==> src/rtl/pixel_pkg.sv <==
// pixel_pkg: shared state encoding, default phase durations and sizing helper
package pixel_pkg;

    typedef enum logic [2:0] {
        S_IDLE,
        S_ERASE,
        S_EXPOSE,
        S_CONVERT,
        S_READ
    } state_t;

    localparam int DEF_ERASE   = 5;
    localparam int DEF_EXPOSE  = 75;
    localparam int DEF_CONVERT = 255;

    // Integer square root, used to derive the array side from its pixel count
    function automatic int isqrt(input int n);
        int r;
        r = 0;
        while ((r + 1) * (r + 1) <= n) r++;
        return r;
    endfunction

endpackage

==> src/rtl/pixel_addr_gen.sv <==
// pixel_addr_gen: row/column walker for readout, columns first
module pixel_addr_gen #(
    parameter int SIDE = 2,
    parameter int AW   = 1
) (
    input  logic          clk,
    input  logic          reset_n,
    input  logic          clear,
    input  logic          advance,
    output logic [AW-1:0] row,
    output logic [AW-1:0] col,
    output logic          is_last
);

    localparam logic [AW-1:0] LAST = AW'(SIDE - 1);

    assign is_last = (row == LAST) && (col == LAST);

    // Clear wins over advance; column wraps into the next row
    always_ff @(posedge clk) begin
        if (!reset_n || clear) begin
            row <= '0;
            col <= '0;
        end else if (advance) begin
            col <= (col == LAST) ? '0 : col + 1'b1;
            if (col == LAST) row <= (row == LAST) ? '0 : row + 1'b1;
        end
    end

endmodule

==> src/rtl/frame_sequencer.sv <==
// frame_sequencer: erase/expose/convert/read frame controller with pixel stream output
module frame_sequencer
    import pixel_pkg::*;
#(
    parameter int NUM_PIXELS = 4,
    parameter int CNT_W      = 16,
    parameter int ADC_W      = 8,
    parameter int SIDE       = isqrt(NUM_PIXELS),
    parameter int AW         = (SIDE > 1) ? $clog2(SIDE) : 1
) (
    input  logic             clk,
    input  logic             reset_n,
    input  logic             start,
    input  logic             continuous,
    input  logic             abort,
    input  logic [CNT_W-1:0] cfg_erase,
    input  logic [CNT_W-1:0] cfg_expose,
    input  logic [CNT_W-1:0] cfg_convert,
    output logic             erase,
    output logic             expose,
    output logic             convert,
    output logic             read,
    output logic [AW-1:0]    row_addr,
    output logic [AW-1:0]    col_addr,
    input  logic [ADC_W-1:0] pix_data,
    output logic             pix_valid,
    input  logic             pix_ready,
    output logic [ADC_W-1:0] pix_out,
    output logic             pix_last,
    output logic             busy,
    output logic             frame_done,
    output logic [15:0]      frame_count
);

    state_t             r_state, w_next;
    logic [CNT_W-1:0]   r_erase_len, r_expose_len, r_convert_len, r_cnt, w_len;
    logic               w_phase_end, w_exit, w_latch, w_capture, w_is_last;
    logic               r_valid, r_last, r_done;
    logic [ADC_W-1:0]   r_out;
    logic [15:0]        r_count;

    assign w_len       = (r_state == S_ERASE)  ? r_erase_len  :
                         (r_state == S_EXPOSE) ? r_expose_len : r_convert_len;
    assign w_phase_end = (w_len == '0) || (r_cnt == w_len - 1'b1);
    assign w_exit      = (r_state == S_READ) && r_valid && r_last && pix_ready;
    assign w_capture   = (r_state == S_READ) && !(r_valid && r_last) && (!r_valid || pix_ready);
    assign w_latch     = !abort && (((r_state == S_IDLE) && start) || (w_exit && continuous));

    assign pix_valid   = r_valid;
    assign pix_last    = r_last;
    assign pix_out     = r_out;
    assign frame_done  = r_done;
    assign frame_count = r_count;

    pixel_addr_gen #(.SIDE(SIDE), .AW(AW)) u_addr (
        .clk     (clk),
        .reset_n (reset_n),
        .clear   (abort || (r_state != S_READ)),
        .advance (w_capture),
        .row     (row_addr),
        .col     (col_addr),
        .is_last (w_is_last)
    );

    // State register
    always_ff @(posedge clk) begin
        if (!reset_n) r_state <= S_IDLE;
        else          r_state <= w_next;
    end

    // Next-state: abort overrides everything, phases advance on counter expiry
    always_comb begin
        w_next = r_state;
        if (abort) w_next = S_IDLE;
        else begin
            case (r_state)
                S_IDLE:    w_next = start       ? S_ERASE   : S_IDLE;
                S_ERASE:   w_next = w_phase_end ? S_EXPOSE  : S_ERASE;
                S_EXPOSE:  w_next = w_phase_end ? S_CONVERT : S_EXPOSE;
                S_CONVERT: w_next = w_phase_end ? S_READ    : S_CONVERT;
                S_READ:    w_next = w_exit ? (continuous ? S_ERASE : S_IDLE) : S_READ;
                default:   w_next = S_IDLE;
            endcase
        end
    end

    // Phase strobes decode directly from the state register
    always_comb begin
        erase   = (r_state == S_ERASE);
        expose  = (r_state == S_EXPOSE);
        convert = (r_state == S_CONVERT);
        read    = (r_state == S_READ);
        busy    = (r_state != S_IDLE);
    end

    // Phase counter restarts at every state change; shadows latch at frame start
    always_ff @(posedge clk) begin
        if (!reset_n) begin
            r_cnt         <= '0;
            r_erase_len   <= '0;
            r_expose_len  <= '0;
            r_convert_len <= '0;
        end else begin
            r_cnt <= (w_next != r_state) ? '0 : r_cnt + 1'b1;
            if (w_latch) begin
                r_erase_len   <= cfg_erase;
                r_expose_len  <= cfg_expose;
                r_convert_len <= cfg_convert;
            end
        end
    end

    // Output register: capture when empty or draining, no capture after the last pixel
    always_ff @(posedge clk) begin
        if (!reset_n) begin
            r_valid <= 1'b0;
            r_last  <= 1'b0;
            r_out   <= '0;
        end else if (abort) begin
            r_valid <= 1'b0;
            r_last  <= 1'b0;
        end else if (w_capture) begin
            r_valid <= 1'b1;
            r_last  <= w_is_last;
            r_out   <= pix_data;
        end else if (pix_ready) begin
            r_valid <= 1'b0;
            r_last  <= 1'b0;
        end
    end

    // Frame completion pulse and wrapping frame counter
    always_ff @(posedge clk) begin
        if (!reset_n) begin
            r_done  <= 1'b0;
            r_count <= '0;
        end else begin
            r_done <= w_exit && !abort;
            if (w_exit && !abort) r_count <= r_count + 1'b1;
        end
    end

endmodule

==> config.mk <==
export PLATFORM = sky130hd
export DESIGN_NAME = frame_sequencer
export DESIGN_NICKNAME = d
export VERILOG_FILES = /design/src/rtl/pixel_pkg.sv /design/src/rtl/pixel_addr_gen.sv /design/src/rtl/frame_sequencer.sv
export SDC_FILE = /design/constraint.sdc
export NUM_CORES = 1
export LEC_CHECK = 0
export BUFFER_PORTS_ARGS = -buffer_cell sky130_fd_sc_hd__buf_2
export CORE_MARGIN = 8
export CORE_UTILIZATION = 43
export CTS_CLUSTER_SIZE = 10
export DETAILED_ROUTE_END_ITERATION = 10
export GPL_TIMING_DRIVEN = 0
export PLACE_DENSITY = 0.62
export SYNTH_ARGS = -nofsm -noshare
export SYNTH_HDL_FRONTEND = slang
export SYNTH_SLANG_ARGS = --single-unit
==> constraint.sdc <==
create_clock -name clk -period 5.5 [get_ports clk]
set_clock_uncertainty 0.15 [all_clocks]
set_input_delay 1.1 -clock clk [delete_from_list [all_inputs] [get_ports clk]]
set_output_delay 1.1 -clock clk [all_outputs]
set_load 0.05 [all_outputs]
==> results.toml <==
[floorplan]
floorplan.initialDensity = 0.4393
ios = 96
die_y_um = 126.8
dieArea_um2 = 16070
core_um2 = 12010
die_w_um = 126.8
rows = 40

[global_routing]
overflow = 0
grt_pass1_vias = 4878
antenna_found_initial = 0
grtUsageTotal = 0.1876
grt_pass1_wl_mm = 24.32
grt_start_max_net_pins = 18

[placement]
finalWeightedCongestion = 0.8340
io_buffers = 94
dp_slack_ns = 1.046
post_dp_cell_area_um2 = 5931
dp_hpwl_mm = 11.76

[routing]
vias = 4862
wl_mm = 14.88
firstDrtPassIters = 5
via_per_inst = 5.396
drtIter0Drc = 299
wl_per_cell_um = 16.51
ant_nets = 0
route.detailed.drc = 0

[setup_path]
reg2reg_setup_slack_ns = 1.01
reg2reg_from = "r_state[0]"
path_class = "flop to flop"
cp.required_ns = 5.56
critPathLaunch = "r_state[0]"
arrival_ns = 4.55
crit_path_start_kind = "flop"
reg2reg_to = "r_cnt[14]"
r2r_cells = 16
crit_fanout = 10
end_kind = "flop"

[cells_and_area]
num-nets-final = 814
drive_above_1_share = 0.1897
finalInstanceArea_um2 = 6211
num_antenna_cells = 0
synthToLayoutAreaGrowth_pct = 17.71

[yosys]
yosys.area.top_type = "dfxtp_1"
syn_area_per_cell_um2 = 8.193
syn_inst = 644
ys_ff_latch = 96
synthTopCellsByCount = "135 x nand2_1, 96 x dfxtp_1, 53 x a21boi_0, 36 x xnor2_1, 25 x clkbuf_1"
synthTopCellsByArea = "dfxtp_1 36%, nand2_1 9.6%, a21boi_0 7.5%, xnor2_1 6.0%, and2_1 2.5%"
syn-num-nets = 709
ys_types = 68
synth_top_cell_area_share = 0.3642
synth-edff-count = 0
synth_warnings = 0
ys_dominant_reg_cell = "dfxtp_1"
ys_async_sr_fraction = 0
yosysMostFrequentCell = "nand2_1"
synth_area_um2 = 5276
ys_seq_area_frac = 0.3642

[power_and_ir_drop]
p_int_mw = 1.194
switching_power_mw = 0.5741
p_seq_frac = 0.420
switching_share = 0.3246
p_per_area_nw_per_um2 = 284.7
combPwrFrac = 0.239
power_frac_clock = 0.341
p_leak_nw = 2.453
ir_drop_uv = 166.2

[timing]
fin_crit_ns = 4.492
final.setup.tns_ns = 0
hold_viol_final = 0
max_slew_margin = 0.3515
final_max_slew_viol_count = 0
setup_viol = 0
worst_pin_slew_ns = 0.9638
final.period_utilization = 0.8167
rsz0062_at_grt = "no"
fmaxAchievable_mhz = 222.6
final.setup.worst_slack_ns = 1.008

[clock_network]
cts-resized-gates = 0
cts_num_sinks = 96
htreeDepth = 3
cts_buffer_depth = 2
ctsHoldBuffers = 0
cts_tree = "done"
post_cts_buffers = 0
insertion_delay_ns = 0.35
root_buffer = "clkbuf_16"
cts.clk_slew.worst_paths_ns = 0.07
cts_made_buffers = 9

[min_path]
hold_path_end = "r_convert_len[1]"
hold_path_class = "flop to flop"
min_from = "r_convert_len[1]"
hold_depth = 2

[status]
status = "complete, no violations"

[flow_run]
cap_viol_max_count = 0
## how the worst max path moves through the flow
stage           endpoint  slack (ns)  cells after the start
2_1_floorplan  r_cnt[10]        1.68                     16
3_3_place_gp   r_cnt[14]        1.06                     16
3_5_place_dp   r_cnt[14]        1.05                     16
4_1_cts        r_cnt[14]        1.02                     16
5_1_grt        r_cnt[14]        0.74                     16
6_report       r_cnt[14]        1.01                     16
## metal layers
layer,global-route usage,vias to the layer above,part of all wire
met3,0.02849,15,0.038
met5,0,-,0
li1,-,2446,-
met1,0.2411,2284,0.47
met4,0.07348,0,0.015
met2,0.3094,117,0.47
## placed cells by master, fill, tap and decap left out, drive strengths merged, types with 5 or more instances in the layout
master and count:
nand2 135, buf 107, dfxtp 96, a21boi 54
xnor2 36, a21oi 35, clkbuf 34, nand3 23
and2 22, nor2 19, nor2b 17, o21ai 15
inv 14, and3 12, xor2 12, nand3b 11
mux2i 11, nand4 9, a22oi 7, nor3 7
or3 6, nor4 5
## area by class of cell
class                           count  area (um2)
Buffer                             38       191.4
Clock buffer                        9       225.2
Clock inverter                      7       55.05
Fill cell                        1176        5801
Inverter                           11       41.29
Multi-Input combinational cell    499        3122
Sequential cell                    96        1922
Tap cell                          147       183.9
Timing Repair Buffer               94       470.5
## kinds of logic (layout without fill, tap and decap cells)
logic type,count (synthesis),count (layout),synth area share
and+or+nand+nor,298,298,0.2924
AOI/OAI and AO/OA,139,139,0.1916
DFF,96,96,0.3642
buffers and inverters,49,159,0.04410
xor gates and xnor gates,48,48,0.07968
muxes,11,11,0.02087
adders and majority gates,3,3,0.007115
## sequential cells by signal, summed over array words and instances, names as in the netlist
name,flops
frame_done,1
r_expose_len,16
u_addr.row,1
pix_valid,1
pix_last,1
pix_out,8
frame_count,16
u_addr.col,1
r_erase_len,16
r_convert_len,16
r_cnt,16
r_state,3
## power by group through the flow
| stage | Clock (mW) | Sequential, mW | Combinational (mW) |
|---|---|---|---|
| floorplan | 0 | 0.752 | 0.311 |
| global placement | 0 | 0.758 | 0.411 |
| CTS | 0.614 | 0.744 | 0.421 |
| finish | 0.603 | 0.743 | 0.422 |
| detailed placement | 0 | 0.760 | 0.419 |
| global route | 0.641 | 0.747 | 0.466 |
## through the flow
step	hold slack (ns)	util	std cells	power (mW)
finish	0.3096	0.5171	901	1.768
detailed placement	0.3041	0.4938	885	1.179
global route	0.3249	0.5171	901	1.854
global placement	0.2992	0.4938	885	1.169
CTS	0.3134	0.5171	901	1.778
floorplan	0.2883	-	644	1.064
## critical path: stages (launching register included)
cell	delay, ns
dfxtp_1	0.32
buf_6	0.14
a21oi_2	0.29
a21boi_0	0.26
nor2_1	0.15
ha_1	0.15
buf_1	0.30
inv_1	0.08
a221oi_1	0.27
nand4_1	0.16
xnor2_1	0.16
or4b_2	0.72
a211oi_1	0.19
nand4_1	0.20
o311ai_4	0.51
buf_8	0.22
a21oi_2	0.07
No activity file was read; power rests on OpenSTA's default activity.
